$ cat src/rtl/hazard_sb_if.sv
// Hazard unit D-stage decode bundle plus stall/forwarding result bundle.
// Latency: none, wires only.
// Backpressure: the stall output is the only flow control for the F/D and D/E registers.
//
// Signals:
//   rs_d, rt_d, wa_d          register fields of the instruction in D (wa_d = 0 means no write)
//   tuse_rs_d, tuse_rt_d      cycles until the source is needed; all-ones means the source is not read
//   tnew_d                    cycles after entering E until the result exists
//   md_start_d/md_div_d/md_use_d   mult/div start, divide select, any md-unit use
//   stall, md_busy            global freeze and md-unit busy
//   rsd_sel, rtd_sel          D forwarding: 0=RF 1=E 2=M 3=W
//   rse_sel, rte_sel          E forwarding: 0=pipe 1=M 2=W
//   rtm_sel                   M forwarding: 0=pipe 1=W
interface hazard_sb_if #(
    parameter int RA_W = 5,
    parameter int TN_W = 2
);
    logic [RA_W-1:0] rs_d;
    logic [RA_W-1:0] rt_d;
    logic [TN_W-1:0] tuse_rs_d;
    logic [TN_W-1:0] tuse_rt_d;
    logic [RA_W-1:0] wa_d;
    logic [TN_W-1:0] tnew_d;
    logic            md_start_d;
    logic            md_div_d;
    logic            md_use_d;
    logic            stall;
    logic            md_busy;
    logic [1:0]      rsd_sel;
    logic [1:0]      rtd_sel;
    logic [1:0]      rse_sel;
    logic [1:0]      rte_sel;
    logic            rtm_sel;

    // Pipeline control side: supplies decode info, consumes stall/selects.
    modport master (
        output rs_d, rt_d, tuse_rs_d, tuse_rt_d, wa_d, tnew_d,
               md_start_d, md_div_d, md_use_d,
        input  stall, md_busy, rsd_sel, rtd_sel, rse_sel, rte_sel, rtm_sel
    );

    // Hazard unit side.
    modport slave (
        input  rs_d, rt_d, tuse_rs_d, tuse_rt_d, wa_d, tnew_d,
               md_start_d, md_div_d, md_use_d,
        output stall, md_busy, rsd_sel, rtd_sel, rse_sel, rte_sel, rtm_sel
    );
endinterface

$ cat src/rtl/hazard_sb.sv
// Scoreboard-based hazard unit for a 5-stage MIPS pipeline: stall + forwarding selects, md busy tracking.
// Latency: stall and selects are combinational from D inputs and the registered E/M/W scoreboard.
// Backpressure: stall freezes PC and F/D and injects a bubble into E; the unit itself never blocks.
//
// Ports: clk, reset (synchronous, active-high), hz (hazard_sb_if.slave: D decode in, stall/selects out).
// Optional: define HAZARD_STALL_CNT_EN to add output stall_cnt[31:0], a saturating count of stall cycles.
// CNT_W must satisfy 2**CNT_W > max(MULT_CYC, DIV_CYC).
module hazard_sb #(
    parameter int RA_W     = 5,
    parameter int TN_W     = 2,
    parameter int MULT_CYC = 5,
    parameter int DIV_CYC  = 10,
    parameter int CNT_W    = 4
) (
    input  logic        clk,
    input  logic        reset,
    hazard_sb_if.slave  hz
`ifdef HAZARD_STALL_CNT_EN
    ,
    output logic [31:0] stall_cnt
`endif
);

    localparam logic [TN_W-1:0] TUSE_NONE = '1;

    typedef struct packed {
        logic [RA_W-1:0] rs;
        logic [RA_W-1:0] rt;
        logic [RA_W-1:0] wa;
        logic [TN_W-1:0] tnew;
        logic            md_start;
        logic            md_div;
    } e_rec_t;

    typedef struct packed {
        logic [RA_W-1:0] rt;
        logic [RA_W-1:0] wa;
        logic [TN_W-1:0] tnew;
    } m_rec_t;

    e_rec_t           e_q;
    e_rec_t           d_rec;
    m_rec_t           m_q;
    logic [RA_W-1:0]  w_wa_q;
    logic [CNT_W-1:0] md_cnt;
    logic             stall_reg;
    logic             stall_md;
    logic             stall;
    logic [TN_W-1:0]  e_tnew_dec;

    // A source stalls when a producer in E or M will not have its result
    // ready by the time this consumer needs it.
    function automatic logic src_hazard(input logic [RA_W-1:0] src,
                                        input logic [TN_W-1:0] tuse);
        logic hit;
        hit = 1'b0;
        if (tuse != TUSE_NONE && src != '0) begin
            if (e_q.wa == src && e_q.tnew > tuse) hit = 1'b1;
            if (m_q.wa == src && m_q.tnew > tuse) hit = 1'b1;
        end
        return hit;
    endfunction

    // D forwarding: nearest stage whose result already exists wins. W is
    // included because the register file does not write through.
    function automatic logic [1:0] fwd_d(input logic [RA_W-1:0] src);
        logic [1:0] sel;
        sel = 2'd0;
        if (src != '0) begin
            if (e_q.wa == src && e_q.tnew == '0)      sel = 2'd1;
            else if (m_q.wa == src && m_q.tnew == '0) sel = 2'd2;
            else if (w_wa_q == src)                   sel = 2'd3;
        end
        return sel;
    endfunction

    function automatic logic [1:0] fwd_e(input logic [RA_W-1:0] src);
        logic [1:0] sel;
        sel = 2'd0;
        if (src != '0) begin
            if (m_q.wa == src && m_q.tnew == '0) sel = 2'd1;
            else if (w_wa_q == src)              sel = 2'd2;
        end
        return sel;
    endfunction

    always_comb begin
        d_rec          = '0;
        d_rec.rs       = hz.rs_d;
        d_rec.rt       = hz.rt_d;
        d_rec.wa       = hz.wa_d;
        d_rec.tnew     = hz.tnew_d;
        d_rec.md_start = hz.md_start_d;
        d_rec.md_div   = hz.md_div_d;
    end

    assign e_tnew_dec = (e_q.tnew == '0) ? '0 : e_q.tnew - TN_W'(1);

    assign stall_reg = src_hazard(hz.rs_d, hz.tuse_rs_d) |
                       src_hazard(hz.rt_d, hz.tuse_rt_d);
    // An md op sitting in E has not loaded the counter yet, so it counts as busy too.
    assign stall_md  = hz.md_use_d & ((md_cnt != '0) | e_q.md_start);
    assign stall     = stall_reg | stall_md;

    assign hz.stall   = stall;
    assign hz.md_busy = (md_cnt != '0);
    assign hz.rsd_sel = fwd_d(hz.rs_d);
    assign hz.rtd_sel = fwd_d(hz.rt_d);
    assign hz.rse_sel = fwd_e(e_q.rs);
    assign hz.rte_sel = fwd_e(e_q.rt);
    assign hz.rtm_sel = (w_wa_q != '0) && (m_q.rt == w_wa_q);

    always_ff @(posedge clk) begin
        if (reset) begin
            e_q    <= '0;
            m_q    <= '0;
            w_wa_q <= '0;
            md_cnt <= '0;
        end else begin
            e_q     <= stall ? '0 : d_rec;
            m_q.rt  <= e_q.rt;
            m_q.wa  <= e_q.wa;
            m_q.tnew <= e_tnew_dec;
            w_wa_q  <= m_q.wa;
            // A new md op reloads even if the previous count is just expiring.
            if (e_q.md_start)
                md_cnt <= e_q.md_div ? CNT_W'(DIV_CYC) : CNT_W'(MULT_CYC);
            else if (md_cnt != '0)
                md_cnt <= md_cnt - CNT_W'(1);
        end
    end

`ifdef HAZARD_STALL_CNT_EN
    always_ff @(posedge clk) begin
        if (reset)
            stall_cnt <= '0;
        else if (stall && stall_cnt != 32'hFFFF_FFFF)
            stall_cnt <= stall_cnt + 32'd1;
    end
`endif

endmodule

$ cat src/flat_wrapper.sv
// flat-port wrapper written by rule: the top's interface ports become plain ports
module hazard_sb_flat 
#(
    parameter int RA_W     = 5,
    parameter int TN_W     = 2,
    parameter int MULT_CYC = 5,
    parameter int DIV_CYC  = 10,
    parameter int CNT_W    = 4
)
  (clk, reset, hz_rs_d, hz_rt_d, hz_tuse_rs_d, hz_tuse_rt_d, hz_wa_d, hz_tnew_d, hz_md_start_d, hz_md_div_d, hz_md_use_d, hz_stall, hz_md_busy, hz_rsd_sel, hz_rtd_sel, hz_rse_sel, hz_rte_sel, hz_rtm_sel);
  hazard_sb_if #(.RA_W(RA_W), .TN_W(TN_W)) hz_i ();
  input  logic clk;
  input  logic reset;
  input wire logic [$bits(hz_i.rs_d)-1:0] hz_rs_d;
  input wire logic [$bits(hz_i.rt_d)-1:0] hz_rt_d;
  input wire logic [$bits(hz_i.tuse_rs_d)-1:0] hz_tuse_rs_d;
  input wire logic [$bits(hz_i.tuse_rt_d)-1:0] hz_tuse_rt_d;
  input wire logic [$bits(hz_i.wa_d)-1:0] hz_wa_d;
  input wire logic [$bits(hz_i.tnew_d)-1:0] hz_tnew_d;
  input wire logic [$bits(hz_i.md_start_d)-1:0] hz_md_start_d;
  input wire logic [$bits(hz_i.md_div_d)-1:0] hz_md_div_d;
  input wire logic [$bits(hz_i.md_use_d)-1:0] hz_md_use_d;
  output wire logic [$bits(hz_i.stall)-1:0] hz_stall;
  output wire logic [$bits(hz_i.md_busy)-1:0] hz_md_busy;
  output wire logic [$bits(hz_i.rsd_sel)-1:0] hz_rsd_sel;
  output wire logic [$bits(hz_i.rtd_sel)-1:0] hz_rtd_sel;
  output wire logic [$bits(hz_i.rse_sel)-1:0] hz_rse_sel;
  output wire logic [$bits(hz_i.rte_sel)-1:0] hz_rte_sel;
  output wire logic [$bits(hz_i.rtm_sel)-1:0] hz_rtm_sel;
  assign hz_i.rs_d = hz_rs_d;
  assign hz_i.rt_d = hz_rt_d;
  assign hz_i.tuse_rs_d = hz_tuse_rs_d;
  assign hz_i.tuse_rt_d = hz_tuse_rt_d;
  assign hz_i.wa_d = hz_wa_d;
  assign hz_i.tnew_d = hz_tnew_d;
  assign hz_i.md_start_d = hz_md_start_d;
  assign hz_i.md_div_d = hz_md_div_d;
  assign hz_i.md_use_d = hz_md_use_d;
  assign hz_stall = hz_i.stall;
  assign hz_md_busy = hz_i.md_busy;
  assign hz_rsd_sel = hz_i.rsd_sel;
  assign hz_rtd_sel = hz_i.rtd_sel;
  assign hz_rse_sel = hz_i.rse_sel;
  assign hz_rte_sel = hz_i.rte_sel;
  assign hz_rtm_sel = hz_i.rtm_sel;
  hazard_sb #(.RA_W(RA_W), .TN_W(TN_W), .MULT_CYC(MULT_CYC), .DIV_CYC(DIV_CYC), .CNT_W(CNT_W)) u_core (.clk(clk), .reset(reset), .hz(hz_i));
endmodule
$ cat config.mk
export PLATFORM = sky130hd
export DESIGN_NAME = hazard_sb_flat
export DESIGN_NICKNAME = d
export VERILOG_FILES = /design/src/rtl/hazard_sb_if.sv /design/src/rtl/hazard_sb.sv /design/src/flat_wrapper.sv
export SDC_FILE = /design/constraint.sdc
export NUM_CORES = 1
export LEC_CHECK = 0
export BUFFER_PORTS_ARGS = -buffer_cell sky130_fd_sc_hd__buf_2
export CAP_MARGIN = 40
export CORE_MARGIN = 2
export CORE_UTILIZATION = 39
export CTS_CLUSTER_DIAMETER = 30
export CTS_CLUSTER_SIZE = 28
export DETAILED_ROUTE_END_ITERATION = 16
export SLEW_MARGIN = 10
export SYNTH_ARGS = -nofsm -noshare
export SYNTH_HDL_FRONTEND = slang
export SYNTH_SLANG_ARGS = --single-unit
$ cat constraint.sdc
create_clock -name clk -period 2.9 [get_ports clk]
set_clock_uncertainty 0.05 [all_clocks]
set_input_delay 0.725 -clock clk [delete_from_list [all_inputs] [get_ports clk]]
set_output_delay 0.725 -clock clk [all_outputs]
set_load 0.02 [all_outputs]
# After elaboration in Yosys (flattened, before gate mapping)
# Index checks and enable logic that the tools add are counted.
# classes
bitwise	4
n_reduce_logical	24
n_lt_le_gt_ge	4
addsub	2
eq_ne	13
muxes	23
# ops
op	n
$eq A5 B5 Y1	11
$mux W2	14
$reduce_bool A5 Y1	5
$logic_and A1 B1 Y1	13
$mux W4	3
$gt A2 B2 Y1	4
$mux W1	6
$logic_not A2 Y1	2
$ne A2 B2 Y1 const B	2
$reduce_bool A4 Y1	1
$reduce_or A2 Y1	2
$sub A4 B1 Y4 const B	1
$or A1 B1 Y1	3
$reduce_bool A2 Y1	1
$sub A2 B1 Y2 const B	1
$and A1 B1 Y1	1
# totals
wordCells	81
inputBits	26
out_inout_bits	11
register_bits	40

# Longest topological paths before layout
# Gate-level depths: netlist (run 1).
# logic_depth
ltp_word	8
depth_mapped	8
mapped_depth_nobuf	7

# Worst setup path before layout (run 1)
# Ideal clock, no wire load.
# synth_timing
path_type	in2out
startpoint	input hz_rt_d[1]
endpoint	output hz_stall
path_buffers	1
setup_slack_ns	0.094
arrival_ns	2.031
t_required_ns	2.125
stages	6
cell_sequence	nor4_2 a22o_1 a211o_1 o22ai_1 buf_2 or3_1
# synth_via
elab_chain_cells	7
# synth_rtl
element	line_no	text
from (decl)	flat_wrapper.sv:15	input wire logic [$bits(hz_i.rt_d)-1:0] hz_rt_d;
$eq A5 B5 Y1	hazard_sb.sv:58	if (e_q.wa == src && e_q.tnew > tuse) hit = 1'b1;
$logic_and A1 B1 Y1	hazard_sb.sv:58	
$mux W1	hazard_sb.sv:58	
$mux W1	hazard_sb.sv:59	if (m_q.wa == src && m_q.tnew > tuse) hit = 1'b1;
$mux W1 (*)	hazard_sb.sv:57	if (tuse != TUSE_NONE && src != '0) begin
$or A1 B1 Y1 (*)	hazard_sb.sv:99	assign stall_reg = src_hazard(hz.rs_d, hz.tuse_rs_d) |
$or A1 B1 Y1 (*)	hazard_sb.sv:103	assign stall = stall_reg | stall_md;
to (decl)	flat_wrapper.sv:23	output wire logic [$bits(hz_i.stall)-1:0] hz_stall;
# Mark *: on every way between the ends. The rest lies on a longest branch, timed or not.

# Worst setup path after layout (run 1)
# layout_timing
startpoint	register u_core.md_cnt[1]
endpoint	output hz_stall
# layout_via
elab_chain_cells	4
# layout_rtl
element	line_no	text
from (decl)	hazard_sb.sv:45	logic [CNT_W-1:0] md_cnt;
from (signal assigned)	hazard_sb.sv:127	md_cnt <= e_q.md_div ? CNT_W'(DIV_CYC) : CNT_W'(MULT_CYC);
from (signal assigned)	hazard_sb.sv:129	md_cnt <= md_cnt - CNT_W'(1);
$reduce_bool A4 Y1	hazard_sb.sv:102	assign stall_md = hz.md_use_d & ((md_cnt != '0) | e_q.md_start);
$or A1 B1 Y1	hazard_sb.sv:102	
$and A1 B1 Y1	hazard_sb.sv:102	
$or A1 B1 Y1	hazard_sb.sv:103	
# Every way passes these cells.

==> results of run 1 <==
worst min-delay path by stage:
stage | cells past startpoint | from | slack [ns] | endpoint
global route | 1 | u_core.e_q[2] | 0.43 | u_core.m_q[0]
global placement | 1 | u_core.e_q[2] | 0.38 | u_core.m_q[0]
detailed placement | 1 | u_core.e_q[2] | 0.37 | u_core.m_q[0]
finish | 1 | u_core.e_q[2] | 0.39 | u_core.m_q[0]
floorplan | 1 | u_core.e_q[2] | 0.35 | u_core.m_q[0]
CTS | 1 | u_core.e_q[2] | 0.39 | u_core.m_q[0]
cells in the mapped netlist (all sizes together):
cell	n
xnor2	37
a31o	1
or2	1
nand2b	20
a2bb2oi	1
o211a	1
nor2b	17
a2111oi	1
a22oi	2
o221a	1
nor4	21
nor2	10
a211o	1
o211ai	1
o22ai	1
or4	2
xor2	18
a21oi	10
ha	11
nor3	13
a221oi	1
o21a	3
clkbuf	11
or3	4
dfxtp	40
o21ai	1
or3b	1
nand4	5
nand3	7
buf	10
a22o	1
inv	12
a21boi	1
a211oi	2
nand2	6
sequential cells by signal (all words and copies together), names as in the netlist:
name and cells:
u_core.m_q 12, u_core.md_cnt 4, u_core.e_q 19, u_core.w_wa_q 5
critical path: stages (launching register included):
cell and delay, ns:
dfxtp_2 0.34, inv_2 0.08, ha_4 0.12, or3b_1 0.35, o21a_1 0.19, a31o_1 0.21, or3_4 0.40, buf_6 0.14
layer usage:
layer / wire (µm) / track usage (%)
met1: 2557 / 22.38
met2: 2934 / 32.98
met3: 256 / 4.022
met4: 127 / 7.377
met5: 0 / 0
cell families after synthesis:
| logic type | count (synthesis) | synth area share [%] |
|---|---|---|
| AOI/OAI and AO/OA | 29 | 9.181 |
| DFF | 40 | 33.20 |
| xor gates and xnor gates | 55 | 19.97 |
| buffers and inverters | 33 | 6.224 |
| and+or+nand+nor | 107 | 25.73 |
| adders and majority gates | 11 | 5.705 |
cell usage in the layout (no fill, tap or decap), types with 3 or more instances in the layout:
| cell | n |
|---|---|
| nand4_1 | 5 |
| nor3_1 | 10 |
| dfxtp_1 | 38 |
| nand2_1 | 6 |
| nor4_1 | 20 |
| o21a_1 | 3 |
| inv_1 | 9 |
| clkbuf_8 | 5 |
| xnor2_1 | 37 |
| inv_2 | 3 |
| nor2_1 | 10 |
| nor3_2 | 3 |
| buf_4 | 22 |
| buf_2 | 34 |
| xor2_1 | 18 |
| nand2b_1 | 20 |
| nor2b_1 | 17 |
| a21oi_1 | 9 |
| ha_1 | 9 |
| nand3_1 | 6 |
timing repair:
| item | CTS | global route |
|---|---|---|
| resized for setup | 7 | 11 |
| pin swaps | 3 | 7 |
| endpoints found under the setup margin | 2 | 4 |
per-stage QoR:
stage | setup TNS, ns | hold slack, ns | cells | util [%] | setup slack [ns]
6_report | -0.006773 | 0.3860 | 394 | 49.10 | -0.006773
5_1_grt | -0.06255 | 0.4260 | 394 | 49.10 | -0.06255
4_1_cts | 0 | 0.3936 | 394 | 48.34 | 0.002479
3_5_place_dp | -0.07485 | 0.3713 | 386 | 45.99 | -0.07485
3_3_place_gp | -0.06427 | 0.3776 | 386 | 45.99 | -0.06427
2_1_floorplan | 0 | 0.3475 | 275 | - | 0.09398
power by group:
group	total, mW	switching, mW	internal [mW]
Combinational	0.751	0.382	0.369
Clock	0.457	0.202	0.255
Sequential	0.726	0.0892	0.637
Total	1.93	0.674	1.26
layout make-up:
class | instances | share of cell area (%)
multi-input cells | 202 | 52.12
well taps | 75 | 3.209
clock buffers | 5 | 2.353
clock inverters | 3 | 1.455
repair buffers | 57 | 11.85
inverters | 12 | 1.540
flip-flops and latches | 40 | 27.47
==> out/summary.txt, run 1 <==
Status - finished, violations left
Failing checks - negative setup slack
CTS clk-pin slew, worst paths - 0.08 ns
Initial Utilization - 40.50%
Vias per inst - 5.162
Post-Place Cell Area - 2739 µm²
WP data arrival - 2.13 ns
Worst r2r path cells - 7
Reg2Reg Setup Slack - 0.97 ns
Vias in the first global route - 1987
Fill count - 582
Ant diodes - 0
Mapped cell area - 2412 µm²
Yosys Warn Count - 0
Core area - 5956 µm²
Nets - 355
Post-layout minimum cycle time - 2.907 ns
Skew-Pair Late Insertion Delay - 0.29 ns
Max-slew violation count - 0
Area share of the largest cell type after synthesis - 33.20%
Total CTS buffers - 5
Area of the multi-input gates - 1524 µm²
Storage cell area - 803.3 µm²
Pwr Density - 661.4 nW/µm²
Hold Crit Class - flop to flop
Boundary pin count - 37
Final antenna-violating net count - 0
TritonCTS sink count - 40
Port bufs - 36
Crit-path max FO - 3
Largest net degree at the start of global routing - 41
Slew Limit Headroom - 56.84%
Endpoint class of the critical path - output port
Max-cap violations - 0
CTS tree - yes
Post-synth top area cell - dfxtp_1
Worst R2R Start - u_core.md_cnt[1]
Design Power - 1.934 mW
Via count - 2034
# DRC - 0
Seq/Total Area, Yosys - 33.20%
Half-perimeter wire length after placement - 4.325 mm
CP required - 2.12 ns
Worst Setup Start Kind - flop
CP Class - flop to output port
Achievable frequency - 344.0 MHz
RSZ-0062 raised after global routing - true
RD Place Congestion - 0.7764
Share of post-route cells with drive strength above 1 - 26.02%
Die ar. - 6830 µm²
Mean post-synth cell area - 8.772 µm²
Initial antenna violation count - 0
Worst-case clock buffer depth - 2
Total length of routed wires - 5.876 mm
Top cells by area in the synthesized netlist - dfxtp_1 33%, xnor2_1 13%, xor2_1 6.5%
VDD IR max - 0.2979 mV
Chip Width - 82.65 µm
Number of hold violations in the final report - 0
Drt first pass iters - 4
GR Util All Layers - 18.84%
#FFs+latches synth - 40
Iteration-0 DRC count of the detailed router - 95
Crit path to - hz_stall
Syn_nets - 312
Wire per inst - 14.91 µm
Part of the cycle the worst path needs - 100.2%
Final setup violation count - 1
GRT Residual Overflow - 0
Num rows - 28
Slew @ Worst Pin - 0.6474 ns
Final instance area - 2924 µm²
Die height - 82.65 µm
Post-CTS setup buffers - 0
H-tree depth - 2
Hold_buf cts - 0
Synth Instances - 275
Worst setup startpoint - u_core.md_cnt[1]
Final setup margin - -0.006773 ns
First-pass GRT wire length - 9.528 mm
Yosys cell types - 40
Worst r2r dst - u_core.e_q[9]
Clock root buffer - clkbuf_8
Leakage - 1.200 nW
Layout area overhead - 21.21%
Note: power is estimated with default switching activity, not from simulation.
==> inputs of run 2 (changes only) <==
--- a/config.mk
+++ b/config.mk
@@ -5,13 +5,15 @@
 export SDC_FILE = /design/constraint.sdc
 export NUM_CORES = 1
 export LEC_CHECK = 0
+export ABC_AREA = 1
 export BUFFER_PORTS_ARGS = -buffer_cell sky130_fd_sc_hd__buf_2
 export CAP_MARGIN = 40
 export CORE_MARGIN = 2
-export CORE_UTILIZATION = 39
+export CORE_UTILIZATION = 55
 export CTS_CLUSTER_DIAMETER = 30
 export CTS_CLUSTER_SIZE = 28
 export DETAILED_ROUTE_END_ITERATION = 16
+export PLACE_DENSITY = 0.78
 export SLEW_MARGIN = 10
 export SYNTH_ARGS = -nofsm -noshare
 export SYNTH_HDL_FRONTEND = slang
==> run 2 against run 1 <==
Net effect:
- critical endpoint unchanged
- die area is 29% lower
- largest power group is now sequential cells
- the flow now finishes without violations
- highest routed layer unchanged
- setup slack better by 0.15 ns
- power is 7.1% lower
- routed wire length is 13% lower
- critical path depth is 3 higher
==> out/summary.txt, run 2 <==
Status - finished clean
Share of post-route cells with drive strength above 1 - 13.60% (-12 points)
Mapped cell area - 2370 µm² (-1.8%)
Final setup violation count - 0 (-1)
Leakage - 1.414 nW (+18%)
Initial antenna violation count - 0 (unchanged)
Num rows - 23 (-18%)
# DRC - 0 (unchanged)
Layout area overhead - 13.04%
Post-Place Worst Slack - 0.1575 ns (+0.2324 ns)
Max-cap violations - 0 (unchanged)
Final setup margin - 0.1403 ns (+0.1471 ns)
Final antenna-violating net count - 0 (unchanged)
H-tree depth - 2 (unchanged)
Skew-Pair Late Insertion Delay - 0.30 ns (about the same)
Die height - 69.64 µm (-16%)
Top flop regs - u_core.e_q: 19 flops, u_core.m_q: 12 flops, u_core.w_wa_q: 5 flops
Yosys cell types - 27 (-33%)
Wire per inst - 12.02 µm (-19%)
Post-synth top area cell - dfxtp_1
Iteration-0 DRC count of the detailed router - 111 (+17%)
GRT Residual Overflow - 0 (unchanged)
Die ar. - 4850 µm² (-29%)
Final core utilization - 65.55% (+16 points)
RD Place Congestion - 0.8705 (+12%)
Worst Setup Start Kind - input pin
Total CTS buffers - 5 (unchanged)
Async set-or-reset flop fraction in the synthesized netlist - 0% (unchanged)
CP max stage delay - 0.31 ns (-0.09 ns)
Fin Setup TNS - 0 ns (+0.006773 ns)
Pwr Density - 670.6 nW/µm² (+1.4%)
CP Class - input pin to output port
RSZ-0062 raised after global routing - false
Top delay family on crit path - simple AND/OR/NAND/NOR gates
Final std cells w/o fill - 425 (+7.9%)
Ant diodes - 0 (unchanged)
Commonest non-fill, non-tap cells in the layout - 64 x inv_1, 61 x nor2_1, 57 x nand2_1
Seq/Total Area, Yosys - 33.79% (+0.60 points)
Endpoint class of the critical path - output port
Largest register by flop count - u_core.e_q
Boundary pin count - 37 (unchanged)
TritonCTS sink count - 40 (unchanged)
CP required - 2.12 ns (about the same)
Initial Utilization - 57.99% (+17 points)
Area share of the largest cell type after synthesis - 33.79% (+0.60 points)
Crit-path slowest cell - ha_1
Number of hold violations in the final report - 0 (unchanged)
Crit path buf inv count - 3 (+1)
Mean post-synth cell area - 6.929 µm² (-21%)
WP data arrival - 1.98 ns (-0.15 ns)
#FFs+latches synth - 40 (unchanged)
Syn_nets - 379 (+21%)
Final instance area - 2679 µm² (-8.4%)
Most common cell in the netlist - inv_1
Slew @ Worst Pin - 0.3978 ns (-0.2496 ns)
Max reg flops - 19 (unchanged)
VDD IR max - 0.4944 mV (+66%)
Placed Cells - 417 (+8.0%)
Synth Instances - 342 (+24%)
Post-layout minimum cycle time - 2.760 ns (-0.1471 ns)
Drt first pass iters - 4 (unchanged)
Worst-case clock buffer depth - 2 (unchanged)
Hold_buf cts - 0 (unchanged)
Part of the cycle the worst path needs - 95.16% (-5.1 points)
Chip Width - 69.64 µm (-16%)
Cell chain of the critical path - buf_2, inv_1, ha_1, nand2_1, a21boi_0, nand4_1, nand2_1, nand2_2, nand3_1, buf_2
Total length of routed wires - 5.109 mm (-13%)
Post-Place Cell Area - 2552 µm² (-6.8%)
GR Util All Layers - 21.98% (+3.1 points)
Port bufs - 36 (unchanged)
CTS tree - yes
Clock root buffer - clkbuf_8
Crit-path max FO - 2 (-1)
Post-synth EDFFs - 0 (unchanged)
Max-slew violation count - 0 (unchanged)
Vias per inst - 4.951 (-4.1%)
Nets - 411 (+16%)
Hold Crit Class - flop to flop
Top cells by area in the synthesized netlist - dfxtp_1 34%, inv_1 10%, nor2_1 9.7%
Achievable frequency - 362.4 MHz (+5.3%)
CTS clk-pin slew, worst paths - 0.07 ns (about the same)
Primary FF master, synth - dfxtp_1
# resized after CTS - 0 (-7)
Core area - 4086 µm² (-31%)
Largest net degree at the start of global routing - 20 (-51%)
Yosys Warn Count - 0 (unchanged)
Half-perimeter wire length after placement - 3.915 mm (-9.5%)
Via count - 2104 (+3.4%)
First-pass GRT wire length - 8.542 mm (-10%)
Synth cell count leaders - 64 x inv_1, 61 x nor2_1, 57 x nand2_1
Commonest non-fill, non-tap cell in the layout - inv_1
Vias in the first global route - 1934 (-2.7%)
Post-CTS setup buffers - 0 (unchanged)
Slew Limit Headroom - 73.44% (+17 points)
run 2: cell types whose count changed after synthesis, sizes merged, moves of 16 or more:
cell    previous run  this run
inv               12        64
nand2              6        59
nand2b            20         0
nor2              10        61
nor2b             17         0
nor4              21         5
xnor2             37        14
run 2: metal layers:
layer	wire, µm	vias up	track usage [%]
met2	2386	55	36.43
met4	80	0	8.120
li1	-	1126	-
met1	2369	913	28.07
met3	273	10	4.797
met5	0	-	0
run 2: cells by family after synthesis:
group,count (synthesis),share of synthesized area (%)
flip-flops,40,33.79
XOR/XNOR,34,12.57
buffers and inverters,75,12.67
AND/OR/NAND/NOR,156,28.56
AO/OA/AOI/OAI,26,6.600
adder cells (fa/ha/maj),11,5.808
run 2: final cells by class:
class,instances,area [µm²]
clock buffer,7,96.34
clock inverter,1,30.03
fill,367,1408
inverter,64,240.2
multi-input combinational,227,1269
sequential,40,800.8
tap,50,62.56
timing repair buffer,36,180.2
run 2: through the flow:
step / hold WS [ns] / power (mW)
finish: 0.3638 / 1.796
detailed placement: 0.3564 / 1.312
global placement: 0.3515 / 1.292
CTS: 0.3654 / 1.805
floorplan: 0.3475 / 1.163
global route: 0.3726 / 1.917
run 2: path summary, 6_finish.rpt:
| path | from | end | slack (ns) | depth (start not counted) |
|---|---|---|---|---|
| worst min-delay path | u_core.e_q[2] | u_core.m_q[0] | 0.36 | 1 |
| worst min register to register | u_core.e_q[2] | u_core.m_q[0] | 0.36 | 1 |
| worst max register to register | u_core.m_q[0] | u_core.e_q[6] | 1.20 | 9 |
| worst max-delay path | hz_tuse_rs_d[1] | hz_stall | 0.14 | 10 |
run 2: power by group:
part           internal, mW  switching [mW]
clock                 0.304           0.190
combinational         0.238           0.358
sequential            0.631          0.0764
==> inputs of run 3 (changes only) <==
--- a/config.mk
+++ b/config.mk
@@ -8,12 +8,13 @@
 export ABC_AREA = 1
 export BUFFER_PORTS_ARGS = -buffer_cell sky130_fd_sc_hd__buf_2
 export CAP_MARGIN = 40
-export CORE_MARGIN = 2
+export CORE_MARGIN = 4
 export CORE_UTILIZATION = 55
 export CTS_CLUSTER_DIAMETER = 30
 export CTS_CLUSTER_SIZE = 28
 export DETAILED_ROUTE_END_ITERATION = 16
 export PLACE_DENSITY = 0.78
+export RECOVER_POWER = 50
 export SLEW_MARGIN = 10
 export SYNTH_ARGS = -nofsm -noshare
 export SYNTH_HDL_FRONTEND = slang
==> constraint.sdc (replaced) <==
create_clock -name clk -period 2.99 [get_ports clk]
set_clock_uncertainty 0.05 [all_clocks]
set_input_delay 0.7475 -clock clk [delete_from_list [all_inputs] [get_ports clk]]
set_output_delay 0.7475 -clock clk [all_outputs]
set_load 0.02 [all_outputs]
==> run 3 against run 2 <==
Net effect:
- combinational power shrank 3.9%
- largest power group unchanged
- sequential power shrank 2%
- register-to-register slack lost 0.37 ns
- hold slack gained 0.015 ns
- critical path type is now flop to output port
==> out/summary.txt, run 3 (same netlist as run 2, synthesis figures left out) <==
Iteration-0 DRC count of the detailed router - 115 (+3.6%)
CP Class - flop to output port
Vias per inst - 5.101 (+3.0%)
Core area - 4086 µm² (unchanged)
Hold path depth - 1 (unchanged)
Skew-Pair Late Insertion Delay - 0.29 ns (about the same)
Half-perimeter wire length after placement - 4.213 mm (+7.6%)
Slew Limit Headroom - 42.33% (-31 points)
Crit path buf inv count - 2 (-1)
Post-Place Worst Slack - 0.2036 ns (+0.04605 ns)
Boundary pin count - 37 (unchanged)
Share of post-route cells with drive strength above 1 - 12.00% (-1.6 points)
Via count - 2168 (+3.0%)
CTS tree - yes
Layout area overhead - 10.67%
Slew @ Worst Pin - 0.8650 ns (+0.4672 ns)
GR Util All Layers - 22.24% (+0.26 points)
Die ar. - 5423 µm² (+12%)
Max reg flops - 19 (unchanged)
VDD IR max - 0.3841 mV (-22%)
Hold_buf cts - 0 (unchanged)
Clock root buffer - clkbuf_8
CP Depth - 7 (-3)
Top flop regs - u_core.e_q: 19 flops, u_core.m_q: 12 flops, u_core.w_wa_q: 5 flops
Chip Width - 73.64 µm (+5.7%)
Initial Utilization - 57.99% (unchanged)
CP required - 2.19 ns (+0.07 ns)
Status - finished clean
H-tree depth - 2 (unchanged)
RD Place Congestion - 0.8894 (+2.2%)
Part of the cycle the worst path needs - 92.84%
Final antenna-violating net count - 0 (unchanged)
CP max stage delay - 0.51 ns (+0.20 ns)
Number of hold violations in the final report - 0 (unchanged)
Wire per inst - 12.80 µm (+6.5%)
Die height - 73.64 µm (+5.7%)
Worst Setup Start Kind - flop
# resized after CTS - 0 (unchanged)
Final setup margin - 0.2140 ns (+0.07365 ns)
Ant diodes - 0 (unchanged)
Top delay family on crit path - flip-flops
Post-CTS setup buffers - 0 (unchanged)
Leakage - 1.388 nW (-1.9%)
Nets - 411 (unchanged)
Drt first pass iters - 4 (unchanged)
GRT Residual Overflow - 0 (unchanged)
Final setup violation count - 0 (unchanged)
Endpoint class of the critical path - output port
Worst R2R Start - u_core.e_q[2]
Worst r2r path cells - 10 (+1)
Hold Crit Class - flop to flop
RSZ-0062 raised after global routing - false
Worst r2r dst - u_core.e_q[17]
# DRC - 0 (unchanged)
Num rows - 23 (unchanged)
Initial antenna violation count - 0 (unchanged)
Fin Setup TNS - 0 ns (unchanged)
Commonest non-fill, non-tap cell in the layout - inv_1
Worst setup startpoint - u_core.w_wa_q[1]
Achievable frequency - 360.2 MHz
Pwr Density - 620.7 nW/µm² (-7.4%)
Crit-path slowest cell - dfxtp_1
Cell chain of the critical path - inv_1, nand2_1, nand4_1, nor4_1, o21ai_0, a21oi_1, buf_2
Worst-case clock buffer depth - 2 (unchanged)
Vias in the first global route - 2056 (+6.3%)
Largest register by flop count - u_core.e_q
Max-cap violations - 0 (unchanged)
CTS clk-pin slew, worst paths - 0.07 ns (about the same)
Largest net degree at the start of global routing - 20 (unchanged)
Total CTS buffers - 5 (unchanged)
First-pass GRT wire length - 9.190 mm (+7.6%)
Crit-path max FO - 6 (+4)
Total length of routed wires - 5.439 mm (+6.5%)
Post-layout minimum cycle time - 2.776 ns
Crit path to - hz_rsd_sel[0]
WP data arrival - 1.98 ns (about the same)
TritonCTS sink count - 40 (unchanged)
Port bufs - 36 (unchanged)
Commonest non-fill, non-tap cells in the layout - 64 x inv_1, 61 x nor2_1, 58 x nand2_1
Reg2Reg Setup Slack - 0.83 ns (-0.37 ns)
Max-slew violation count - 0 (unchanged)
[run 3: power breakdown]
group          internal, mW  switching, mW
sequential            0.612         0.0784
clock                 0.188          0.177
combinational         0.226          0.347
[run 3: worst min-delay path by stage]
stage	from	endpoint	slack (ns)
floorplan	u_core.e_q[2]	u_core.m_q[0]	0.35
global placement	u_core.e_q[2]	u_core.m_q[0]	0.35
detailed placement	u_core.e_q[2]	u_core.m_q[0]	0.37
CTS	u_core.e_q[2]	u_core.m_q[0]	0.38
global route	u_core.e_q[2]	u_core.m_q[0]	0.40
finish	u_core.e_q[2]	u_core.m_q[0]	0.38
[run 3: area by class of cell]
type / instances / area, µm²
clock buffer: 8 / 90.09
fill: 389 / 1464
inverter: 64 / 240.2
multi-input combinational: 227 / 1251
sequential: 40 / 800.8
tap: 50 / 62.56
timing repair buffer: 36 / 177.7
[run 3: stage by stage]
| stage | util, % | std cells | instance area [µm²] | hold WS, ns | power (mW) |
|---|---|---|---|---|---|
| global route | 64.18 | 425 | 2623 | 0.3989 | 1.757 |
| CTS | 64.67 | 425 | 2643 | 0.3812 | 1.641 |
| finish | 64.18 | 425 | 2623 | 0.3790 | 1.628 |
| detailed placement | 62.46 | 417 | 2552 | 0.3702 | 1.276 |
| global placement | 62.46 | 417 | 2552 | 0.3508 | 1.254 |
| floorplan | - | 342 | 2370 | 0.3475 | 1.128 |
[run 3: layer usage]
metal  share of wire, %  vias up  wire length (µm)  GRT usage, %
met3                5.1        8               279         4.788
met5                  0        -                 0             0
met2                 50       59              2721         39.86
li1                   -     1125                 -             -
met1                 43      976              2363         26.54
met4                1.4        0                76         6.036
